===== src/rtl/opc5ls_arb_pkg.sv =====
// Shared types and constants for the OPC5LS two-master bus arbiter.
// Optional build macro: ARB_FIXED_PRIO_EN (master 0 always wins contention).
package opc5ls_arb_pkg;

   // Index of a bus master (two masters: 0 and 1)
   typedef logic master_idx_t;

   // Default number of locked wait cycles before an access is aborted
   localparam int unsigned TIMEOUT_DEFAULT = 15;

   // Read data returned to a master whose access was aborted
   localparam logic [15:0] ABORT_DATA = 16'hFFFF;

   // Arbiter state: OPEN = grant follows requests, LOCKED = grant held on a waiting access
   typedef enum logic {
      ST_OPEN   = 1'b0,
      ST_LOCKED = 1'b1
   } arb_state_t;

endpackage


===== src/rtl/opc5ls_arb_rr.sv =====
// Grant decision for the two-master arbiter.
// Held grant while locked, otherwise sole requester or round-robin on contention.
// With ARB_FIXED_PRIO_EN defined, master 0 wins every contention.
module opc5ls_arb_rr
   import opc5ls_arb_pkg::*;
(
   input  logic        req0,
   input  logic        req1,
   input  master_idx_t last_winner,
   input  logic        lock,
   input  master_idx_t lock_idx,
   output master_idx_t grant
);

   // Pick the granted master; idle bus parks on the last winner
   always_comb begin
      grant = last_winner;
      if (lock) begin
         grant = lock_idx;
      end else if (req0 && req1) begin
`ifdef ARB_FIXED_PRIO_EN
         grant = 1'b0;
`else
         grant = ~last_winner;
`endif
      end else if (req0) begin
         grant = 1'b0;
      end else if (req1) begin
         grant = 1'b1;
      end
   end

endmodule


===== src/rtl/opc5ls_bus_arbiter.sv =====
// Two-master bus arbiter for OPC5LS cores sharing one memory port.
// Masters stall via clken while the memory is not ready; a waiting access
// locks the grant and is aborted (bus_err, read data 16'hFFFF) after TIMEOUT
// locked wait cycles.  Optional build macro: ARB_FIXED_PRIO_EN.
// Handshake: a master requests with vpa|vda; the access completes in the cycle
// where mem_ready=1 (or on abort), signalled to the master by clken=1.
module opc5ls_bus_arbiter
   import opc5ls_arb_pkg::*;
#(
   parameter int unsigned TIMEOUT = TIMEOUT_DEFAULT
) (
   input  logic        clk,
   input  logic        reset,
   input  logic        m0_vpa,
   input  logic        m0_vda,
   input  logic        m0_rnw,
   input  logic [15:0] m0_address,
   input  logic [15:0] m0_dout,
   output logic [15:0] m0_din,
   output logic        m0_clken,
   input  logic        m1_vpa,
   input  logic        m1_vda,
   input  logic        m1_rnw,
   input  logic [15:0] m1_address,
   input  logic [15:0] m1_dout,
   output logic [15:0] m1_din,
   output logic        m1_clken,
   output logic [15:0] mem_address,
   output logic [15:0] mem_wdata,
   output logic        mem_re,
   output logic        mem_we,
   input  logic [15:0] mem_rdata,
   input  logic        mem_ready,
   output master_idx_t owner,
   output logic        bus_err,
   output arb_state_t  dbg_state
);

   localparam logic [7:0] TIMEOUT_CNT = 8'(TIMEOUT);

   arb_state_t  st_q, st_d;
   master_idx_t lock_idx_q, lock_idx_d;
   master_idx_t lw_q, lw_d;
   logic [7:0]  cnt_q, cnt_d;

   logic        req0, req1, lock;
   master_idx_t grant;
   logic        gnt_req, gnt_rnw, timeout_hit;
   logic [15:0] gnt_addr, gnt_dout;

   assign req0      = m0_vpa | m0_vda;
   assign req1      = m1_vpa | m1_vda;
   assign lock      = (st_q == ST_LOCKED);
   assign dbg_state = st_q;

   opc5ls_arb_rr u_rr (
      .req0        (req0),
      .req1        (req1),
      .last_winner (lw_q),
      .lock        (lock),
      .lock_idx    (lock_idx_q),
      .grant       (grant)
   );

   // Select the granted master's request fields and detect the abort condition
   always_comb begin
      gnt_req  = grant ? req1 : req0;
      gnt_rnw  = grant ? m1_rnw : m0_rnw;
      gnt_addr = grant ? m1_address : m0_address;
      gnt_dout = grant ? m1_dout : m0_dout;
      timeout_hit = lock && gnt_req && !mem_ready && (cnt_q == TIMEOUT_CNT);
   end

   // Memory-side outputs, owner and error pulse; reset forces the quiet values
   always_comb begin
      mem_address = gnt_req ? gnt_addr : 16'h0000;
      mem_wdata   = gnt_req ? gnt_dout : 16'h0000;
      mem_re      = !reset && gnt_req && gnt_rnw;
      mem_we      = !reset && gnt_req && !gnt_rnw && !timeout_hit;
      bus_err     = !reset && timeout_hit;
      owner       = reset ? 1'b0 : grant;
   end

   // Master-side clock enables and read data
   always_comb begin
      m0_clken = 1'b0;
      m0_din   = 16'h0000;
      m1_clken = 1'b0;
      m1_din   = 16'h0000;
      if (!reset) begin
         if (!req0) begin
            m0_clken = 1'b1;
         end else if (grant == 1'b0) begin
            if (mem_ready) begin
               m0_clken = 1'b1;
               m0_din   = mem_rdata;
            end else if (timeout_hit) begin
               m0_clken = 1'b1;
               m0_din   = ABORT_DATA;
            end
         end
         if (!req1) begin
            m1_clken = 1'b1;
         end else if (grant == 1'b1) begin
            if (mem_ready) begin
               m1_clken = 1'b1;
               m1_din   = mem_rdata;
            end else if (timeout_hit) begin
               m1_clken = 1'b1;
               m1_din   = ABORT_DATA;
            end
         end
      end
   end

   // Next-state: lock on a stalled grant, release on completion, abort or dropped request
   always_comb begin
      st_d       = st_q;
      lock_idx_d = lock_idx_q;
      cnt_d      = cnt_q;
      lw_d       = lw_q;
      if (!gnt_req) begin
         st_d  = ST_OPEN;
         cnt_d = 8'd0;
      end else if (mem_ready || timeout_hit) begin
         st_d  = ST_OPEN;
         cnt_d = 8'd0;
         lw_d  = grant;
      end else begin
         st_d       = ST_LOCKED;
         lock_idx_d = grant;
         cnt_d      = lock ? cnt_q + 8'd1 : 8'd0;
      end
   end

   // State register; last winner resets to 1 so master 0 wins the first contention
   always_ff @(posedge clk or posedge reset) begin
      if (reset) begin
         st_q       <= ST_OPEN;
         lock_idx_q <= 1'b0;
         cnt_q      <= 8'd0;
         lw_q       <= 1'b1;
      end else begin
         st_q       <= st_d;
         lock_idx_q <= lock_idx_d;
         cnt_q      <= cnt_d;
         lw_q       <= lw_d;
      end
   end

endmodule


===== config.mk =====
export PLATFORM = sky130hd
export DESIGN_NAME = opc5ls_bus_arbiter
export DESIGN_NICKNAME = d
export VERILOG_FILES = /design/src/rtl/opc5ls_arb_pkg.sv /design/src/rtl/opc5ls_arb_rr.sv /design/src/rtl/opc5ls_bus_arbiter.sv
export SDC_FILE = /design/constraint.sdc
export NUM_CORES = 1
export LEC_CHECK = 0
export CAP_MARGIN = 10
export CORE_MARGIN = 8
export CORE_UTILIZATION = 64
export DETAILED_ROUTE_END_ITERATION = 8
export DONT_BUFFER_PORTS = 1
export PLACE_DENSITY = 0.85
export SYNTH_ARGS = -nofsm -noshare
export SYNTH_HDL_FRONTEND = slang
export SYNTH_SLANG_ARGS = --single-unit

===== constraint.sdc =====
create_clock -name clk -period 2.8 [get_ports clk]
set_input_delay 0.56 -clock clk [delete_from_list [all_inputs] [get_ports clk]]
set_output_delay 0.56 -clock clk [all_outputs]
set_load 0.01 [all_outputs]

==> metrics.md, run 1 <==
| Metric | Value |
|---|---|
| Via count | 1759 |
| # H-tree levels | 1 |
| First-pass GRT wire length | 7930 um |
| Leakage power | 0.658 nW |
| Placer Congestion | 0.902 |
| Post-Syn Area | 1500 um^2 |
| Ports | 160 |
| Fin. Hold Viols | 0 |
| Clock tree buffer depth | 2 |
| FMAX | 357 MHz |
| GRT Overall Usage | 0.229 |
| Synthesized instance count | 242 |
| DIE HEIGHT | 64.4 um |
| Largest area contributor in the netlist | a21oi_1 |
| Layout Cell Area excl Fill | 1590 um^2 |
| Worst IR Drop VDD | 0.500 mV |
| Layout cells sized above 1 | 0.133 |
| Final routed DRC violation total | 0 |
| Site Rows | 17 |
| Worst Skew | 3.01 ps |
| Crit start category | flop |
| Worst-margin pin slew | 570 ps |
| Yosys top cell area share | 0.227 |
| RSZ-0062 raised after global routing | yes |
| Worst reg2reg path depth | 5 |
| Area contributors post-synth | a21oi_1 23%, nand2_1 21%, dfrtp_1 17%, buf_6 6.0%, nor2_1 4.0% |
| CTS Root Cell | clkbuf_4 |
| Num CTS Buffers | 3 |
| Status | finished, final reports clean |
| Starting Density | 0.678 |
| Hpwl dp | 4410 um |
| Initial drt markers | 238 |
| Setup Crit Path Kind | flop to output port |
| Flops & latches, synth | 11 |
| Critical path's slowest cell | dfrtp_1 |
| Unique masters post-synth | 38 |
| DR WL/cell | 21.0 um |
| Required @ worst endpoint | 2240 ps |
| Stages on worst setup path | 5 |
| Crit-path leading delay family | simple AND/OR/NAND/NOR gates |
| CTS tree | done |
| Overall Power | 948 uW |
| Critical Path Max Stage Delay | 430 ps |
| Vias in the first global route | 1428 |
| Clk slew on worst S/H paths | 70 ps |
| Worst Path Max Fanout | 17 |
| IO Port Bufs | 0 |
| Remaining Overflow, GRT | 0 |
| Pin count of the biggest net entering global routing | 36 |
| Antenna viol nets, final | 0 |
| Final Core Density | 0.717 |
| Final WS setup | 2.48 ps |
| CP bufs+invs | 1 |
| Die ar. | 4150 um^2 |
| Worst EP arrival | 2240 ps |
| Cts hold-fix bufs | 0 |
| Power per standard cell area | 597 nW/um^2 |
| Clk sink count | 11 |
| Max-cap viol count | 0 |
| CORE AREA | 2210 um^2 |
| Drt pass-1 iters | 5 |
| Met2 usage | 0.394 |
| Area delta synth->final | 5.75% |
| Initial antenna violation count | 0 |
| Die Wd | 64.4 um |
| Syn_nets | 332 |
| Gr busiest metal | met2 |
| Pre-CTS WS | 268 ps |
| Met1 usage | 0.275 |
| Post-synthesis sequential area ratio | 0.184 |
| Final setup viols | 0 |
| Period minus WS final | 2800 ps |
| Ys Warns | 0 |
| Worst path cell trace | or3_4, nor4_4, buf_4, nand2_2, a21oi_1 |
| Crit path capture type | output port |
| Filler instances | 207 |
| Routed vias/inst | 6.54 |
| Placed Instance Area | 1480 um^2 |
| WL final | 5660 um |
| Final Net Count | 332 |
| Synthesized area per cell | 6.20 um^2 |
| Final Cycle Share | 0.999 |
| Worst-Skew Late Latency | 280 ps |
| Worst Hold Class | primary input to asynchronous set/reset pin |
| Slew margin rel. | 0.615 |
| Met3 Usage GRT | 0.0567 |
| ANT cells | 0 |
| Pins over their slew limit | 0 |
[per-layer routing]
metal | up-vias | routed length, um
met5 | - | 0
met4 | 0 | 101
met3 | 11 | 595
met2 | 136 | 2850
met1 | 788 | 2110
li1 | 824 | -
[power breakdown]
group	internal [mW]	leakage (nW)	switching, mW
clock	0.0554	0.0150	0.0563
combinational	0.222	0.498	0.416
sequential	0.175	0.146	0.0230
total	0.452	0.658	0.495
[per-stage QoR]
stage	TNS [ps]	cells	hold WS [ps]
after floorplan	0	242	429
after global placement	0	262	386
after detailed placement	0	262	381
after CTS	0	267	82.8
after global routing	-949	269	98.2
final	0	269	90.5
[cells in the mapped netlist]
cell type,count
or2_1,1
a31oi_1,1
a311oi_2,1
or3b_1,1
dfrtp_1,10
o21bai_1,1
xnor2_1,4
buf_2,5
nor4_1,1
dfstp_2,1
nor2_1,16
a31o_2,1
nand2_1,85
nand2_4,1
a31oi_4,1
ha_1,1
a211o_1,1
nor4b_1,1
nor4bb_1,1
nor3b_1,1
nand2b_1,1
buf_4,2
o21ai_0,2
a21oi_1,68
xor2_1,1
clkbuf_1,3
buf_6,8
a211oi_2,1
o2111ai_1,1
nor4_4,1
o2bb2ai_1,1
nand3_1,3
nor3_1,5
or3_4,2
a211oi_1,1
inv_1,5
nor2b_4,1
mux2i_1,1
[flip-flops by register name, summed over array words and instances (netlist names)]
register    cells
lock_idx_q      1
cnt_q           8
lw_q            1
dbg_state       1
[layout by cell type (no fill, tap or decap), types with 2 or more instances in the layout]
master / netlist / final
dfrtp_1: 10 / 10
nand3_1: 3 / 3
nor2_1: 16 / 16
a21oi_1: 68 / 66
nand2_1: 85 / 84
nor3_1: 5 / 5
inv_1: 5 / 5
a21oi_2: 0 / 2
o21ai_0: 2 / 2
nand2_2: 0 / 2
or3_4: 2 / 2
a211oi_2: 1 / 2
xnor2_1: 4 / 4
clkbuf_4: 0 / 3
buf_4: 2 / 10
[final cells by class]
cell class / count / area, um^2 / share of cell area
Tap cell: 28 / 35.0 / 0.0221
Multi-Input combinational cell: 209 / 1100 / 0.695
Timing Repair Buffer: 12 / 128 / 0.0804
Sequential cell: 11 / 277 / 0.174
Clock buffer: 4 / 26.3 / 0.0166
Inverter: 5 / 18.8 / 0.0118
[logic make-up after synthesis]
family	Yosys count	share of synthesized area
simple gates	121	0.361
compound gates	80	0.304
buf+inv	23	0.107
flops	11	0.184
xor+xnor	5	0.0292
mux	1	0.00667
fa+ha+maj	1	0.00834
[what timing repair did]
action / CTS / global route
gates cloned: 1 / 1
buffers inserted: 0 / 1
pin swaps: 1 / 2
resized for setup: 0 / 7
endpoints found under the setup margin: 1 / 20
[worst paths after layout]
path / start / endpoint / slack, ps
worst max-delay path: cnt_q[5] / m1_din[14] / 2
max in group asynchronous: reset / cnt_q[7] / 2320
worst min register to register: cnt_q[0] / cnt_q[0] / 450
worst min-delay path: reset / cnt_q[2] / 90
worst max register to register: dbg_state / cnt_q[3] / 890
min in group clk: mem_ready / dbg_state / 350
Note: power is estimated with default switching activity, not from simulation.
==> run 2: changes to the inputs <==
--- a/config.mk
+++ b/config.mk
@@ -6,11 +6,12 @@
 export NUM_CORES = 1
 export LEC_CHECK = 0
 export CAP_MARGIN = 10
-export CORE_MARGIN = 8
-export CORE_UTILIZATION = 64
+export CORE_AREA = 5 5 59 61
 export DETAILED_ROUTE_END_ITERATION = 8
+export DIE_AREA = 0 0 64 66
 export DONT_BUFFER_PORTS = 1
-export PLACE_DENSITY = 0.85
+export MAX_ROUTING_LAYER = met4
+export PLACE_DENSITY = 0.73
 export SYNTH_ARGS = -nofsm -noshare
 export SYNTH_HDL_FRONTEND = slang
 export SYNTH_SLANG_ARGS = --single-unit
==> metrics.md, run 2 (synthesized netlist as in run 1, its figures left out) <==
| Metric | Value |
|---|---|
| Critical Path Max Stage Delay | 560 ps |
| Crit start category | flop |
| Period minus WS final | 2670 ps |
| Crit-path leading delay family | simple AND/OR/NAND/NOR gates |
| Cts hold-fix bufs | 0 |
| R2R Path Start | dbg_state |
| Placed Instances | 268 |
| Worst IR Drop VDD | 0.353 mV |
| Worst-Skew Late Latency | 270 ps |
| Filler instances | 290 |
| Antenna viol nets, final | 0 |
| Initial antenna violation count | 0 |
| Final Cycle Share | 0.953 |
| Leakage power | 0.643 nW |
| Most common cell after layout, fill and taps aside | nand2_1 |
| Layout cells sized above 1 | 0.117 |
| CORE AREA | 2930 um^2 |
| CTS tree | done |
| Worst EP arrival | 2110 ps |
| CTS Root Cell | clkbuf_4 |
| Layout Cells excl Fill | 272 |
| Worst Path Max Fanout | 4 |
| WL final | 4500 um |
| Power per standard cell area | 569 nW/um^2 |
| Routed vias/inst | 6.08 |
| GRT Overall Usage | 0.191 |
| CP bufs+invs | 1 |
| Worst Skew | 1.55 ps |
| Critical path's slowest cell | dfstp_2 |
| Worst-margin pin slew | 625 ps |
| Slew margin rel. | 0.580 |
| ANT cells | 0 |
| Worst path cell trace | or3b_1, a31oi_4, mux2i_1, nor4b_4, buf_4 |
| Starting Density | 0.512 |
| Final setup viols | 0 |
| Largest register FFs | 8 |
| Remaining Overflow, GRT | 0 |
| RSZ-0062 raised after global routing | yes |
| Initial drt markers | 79 |
| Drt pass-1 iters | 4 |
| Ports | 160 |
| DR WL/cell | 16.6 um |
| Required @ worst endpoint | 2240 ps |
| Vias in the first global route | 1393 |
| Overall Power | 883 uW |
| First-pass GRT wire length | 6470 um |
| Final Net Count | 330 |
| Area delta synth->final | 3.50% |
| Clock tree buffer depth | 2 |
| Site Rows | 20 |
| Max-cap viol count | 0 |
| # H-tree levels | 1 |
| Worst Hold Class | primary input to asynchronous set/reset pin |
| Num CTS Buffers | 3 |
| R2R Setup Slk | 920 ps |
| Buffer count from post-CTS setup fixing | 0 |
| Pins over their slew limit | 0 |
| Setup Crit Path Kind | flop to output port |
| Fin. Hold Viols | 0 |
| Die Wd | 64 um |
| Clk slew on worst S/H paths | 70 ps |
| Final routed DRC violation total | 0 |
| FMAX | 375 MHz |
| Worst reg2reg path depth | 5 |
| Commonest cells after routing, fill and taps aside | 84 x nand2_1, 68 x a21oi_1, 16 x nor2_1 |
| Reg2reg end | cnt_q[5] |
| Die ar. | 4220 um^2 |
| DIE HEIGHT | 66 um |
| Pin count of the biggest net entering global routing | 36 |
| Placer Congestion | 0.873 |
| Clk sink count | 11 |
| IO Port Bufs | 0 |
| Crit path capture type | output port |
| Status | finished, final reports clean |
| Fin Setup TNS | 0 ps |
| Final Core Density | 0.530 |
| Hpwl dp | 3660 um |
| Largest Register | cnt_q |
| Via count | 1653 |
[run 2: worst reg2reg max path, delay by kind of cell, from the launching register on]
family | cells | cell delay, ps
AND/OR/NAND/NOR | 3 | 770
flip-flops | 1 | 490
AO/OA/AOI/OAI | 1 | 340
buffers and inverters | 1 | 210
[run 2: where the power goes]
part | internal [mW] | switching [mW] | total [mW]
logic | 0.185 | 0.393 | 0.579
clock network | 0.0530 | 0.0570 | 0.110
registers | 0.175 | 0.0191 | 0.194
[run 2: area by class of cell]
type	count	area, um^2	area share
Clock buffer	3	22.5	0.0145
Clock inverter	1	5.00	0.00322
Inverter	5	18.8	0.0121
Multi-Input combinational cell	208	1100	0.710
Sequential cell	11	277	0.178
Tap cell	33	41.3	0.0266
Timing Repair Buffer	11	86.3	0.0556
[run 2: layer usage]
metal  wire length [um]  GRT usage
met1               1630      0.219
met5                  0          -
met3                488     0.0340
met4                 30     0.0519
met2               2360      0.340
[run 2: worst max-delay path by stage]
stage,startpoint,endpoint,slack [ps],cells past startpoint
finish,lw_q,mem_we,130,5
global route,cnt_q[0],m0_clken,-2,5
CTS,dbg_state,m1_clken,30,5
detailed placement,m0_vda,m1_din[11],310,4
global placement,m0_vda,m1_din[6],340,4
floorplan,m0_vda,mem_we,270,4
[run 2: timing repair]
item | CTS | global route
resized for setup | 0 | 7
endpoints found under the setup margin | 0 | 32
endpoints found under the hold margin | 0 | 0
[run 2: per-stage QoR]
step | cell area [um^2] | hold slack (ps) | setup slack, ps
2_1_floorplan | 1500 | 429 | 272
3_3_place_gp | 1480 | 408 | 339
5_1_grt | 1550 | 133 | -1.66
6_report | 1550 | 123 | 131
4_1_cts | 1510 | 113 | 31.6
3_5_place_dp | 1480 | 411 | 312
==> run 3: changes to the inputs <==
==> constraint.sdc (replaced) <==
create_clock -name clk -period 3.2 [get_ports clk]
set_input_delay 0.64 -clock clk [delete_from_list [all_inputs] [get_ports clk]]
set_output_delay 0.64 -clock clk [all_outputs]
set_load 0.01 [all_outputs]
==> metrics.md, run 3 (synthesized netlist as in run 1, its figures left out) <==
| Metric | Value |
|---|---|
| CTS resizes | 0 |
| Start point of the critical path | cnt_q[0] |
| CTS Root Cell | clkbuf_4 |
| Status | finished, final reports clean |
| Die Wd | 64 um |
| RSZ-0062 raised after global routing | no |
| DIE HEIGHT | 66 um |
| Site Rows | 20 |
| Cts hold-fix bufs | 0 |
| Worst Path Max Fanout | 35 |
| CP bufs+invs | 0 |
| Worst Skew | 2.28 ps |
| Power per standard cell area | 504 nW/um^2 |
| Buffer count from post-CTS setup fixing | 0 |
| FMAX | 340 MHz |
| Clk slew on worst S/H paths | 70 ps |
| Largest Register | cnt_q |
| Drt pass-1 iters | 4 |
| Area delta synth->final | -0.834% |
| Largest register FFs | 8 |
| ANT cells | 0 |
| Most common cell after layout, fill and taps aside | nand2_1 |
| Clk sink count | 11 |
| Die ar. | 4220 um^2 |
| GRT Overall Usage | 0.191 |
| First-pass GRT wire length | 6460 um |
| Crit path capture type | output port |
| Fin. Hold Viols | 0 |
| R2R Path Start | dbg_state |
| Worst Hold Class | primary input to asynchronous set/reset pin |
| Starting Density | 0.512 |
| Filler instances | 299 |
| Stages on worst setup path | 5 |
| DR WL/cell | 16.8 um |
| Routed vias/inst | 6.05 |
| CORE AREA | 2930 um^2 |
| Ports | 160 |
| Critical Path Max Stage Delay | 480 ps |
| Num CTS Buffers | 3 |
| Commonest cells after routing, fill and taps aside | 85 x nand2_1, 68 x a21oi_1, 16 x nor2_1 |
| Required @ worst endpoint | 2560 ps |
| Antenna viol nets, final | 0 |
| Crit-path leading delay family | simple AND/OR/NAND/NOR gates |
| Final Net Count | 327 |
| Worst-margin pin slew | 623 ps |
| Final WS setup | 259 ps |
| Critical path's slowest cell | a211oi_1 |
| Worst EP arrival | 2300 ps |
| Via count | 1628 |
| Vias in the first global route | 1366 |
| Setup Crit Path Kind | flop to output port |
| Pin count of the biggest net entering global routing | 36 |
| Fin Setup TNS | 0 ps |
| Max-cap viol count | 0 |
| CTS tree | done |
| Worst reg2reg path depth | 5 |
| Slew margin rel. | 0.584 |
| Final Cycle Share | 0.919 |
| IO Port Bufs | 0 |
| Pins over their slew limit | 0 |
| Worst-Skew Late Latency | 270 ps |
| Crit start category | flop |
| Initial antenna violation count | 0 |
| Hpwl dp | 3660 um |
| # H-tree levels | 1 |
| Remaining Overflow, GRT | 0 |
| Pre-CTS WS | 455 ps |
| Period minus WS final | 2940 ps |
| Clock tree buffer depth | 2 |
| Placer Congestion | 0.802 |
| Final routed DRC violation total | 0 |
| Initial drt markers | 72 |
| Final setup viols | 0 |
| Worst IR Drop VDD | 0.380 mV |
| WL final | 4520 um |
| Leakage power | 0.611 nW |
| Worst path cell trace | ha_1, nand3_1, nor4_4, nand2_4, a211oi_1 |
| Layout cells sized above 1 | 0.0932 |
run 3: cell count changes in the layout (fill, tap and decap cells not counted):
cell / previous run / this run
buf_6: 1 / 0
buf_4: 10 / 8
nor4b_4: 1 / 0
a211oi_4: 1 / 0
nand2_1: 84 / 85
a211oi_1: 0 / 1
nand2_2: 1 / 0
nor4b_1: 0 / 1
a31o_4: 1 / 0
a31o_2: 0 / 1
run 3: cell type report:
type / count / area (um^2) / area share
timing repair buffer: 8 / 60.1 / 0.0404
multi-input combinational: 208 / 1060 / 0.715
clock buffer: 3 / 22.5 / 0.0151
clock inverter: 1 / 5.00 / 0.00336
inverter: 5 / 18.8 / 0.0126
tap: 33 / 41.3 / 0.0278
sequential: 11 / 277 / 0.186
run 3: final timing paths:
kind | to | slack [ps]
worst max-delay path | m1_clken | 260
worst min-delay path | cnt_q[2] | 210
worst max register to register | cnt_q[5] | 1380
worst min register to register | cnt_q[0] | 470
max in group asynchronous | cnt_q[4] | 2590
min in group clk | dbg_state | 440
run 3: power by group:
group	switching [mW]	internal (mW)	leakage, nW
clock network	0.0483	0.0464	0.0177
registers	0.0172	0.153	0.146
logic	0.337	0.148	0.448
total	0.402	0.348	0.611
run 3: metal layers:
| layer | global-route usage | share of wire | vias to the layer above |
|---|---|---|---|
| li1 | - | - | 814 |
| met1 | 0.222 | 0.37 | 715 |
| met2 | 0.330 | 0.52 | 94 |
| met3 | 0.0391 | 0.11 | 5 |
| met4 | 0.0545 | 0.0089 | 0 |
| met5 | - | 0 | - |
run 3: per-stage QoR:
| stage | instance area (um^2) | cells | hold slack, ps | utilization | power (mW) |
|---|---|---|---|---|---|
| 6_report | 1490 | 269 | 210 | 0.508 | 0.750 |
| 3_3_place_gp | 1460 | 265 | 443 | 0.499 | 0.656 |
| 3_5_place_dp | 1460 | 265 | 459 | 0.499 | 0.662 |
| 2_1_floorplan | 1500 | 242 | 429 | - | 0.618 |
| 4_1_cts | 1490 | 269 | 203 | 0.508 | 0.761 |
| 5_1_grt | 1490 | 269 | 201 | 0.508 | 0.823 |
run 3: worst register-to-register path: cells and delay by family, from the launching register on:
| family | cells | cell delay, ps |
|---|---|---|
| compound gates | 1 | 310 |
| buf+inv | 1 | 200 |
| flops | 1 | 490 |
| simple gates | 3 | 740 |
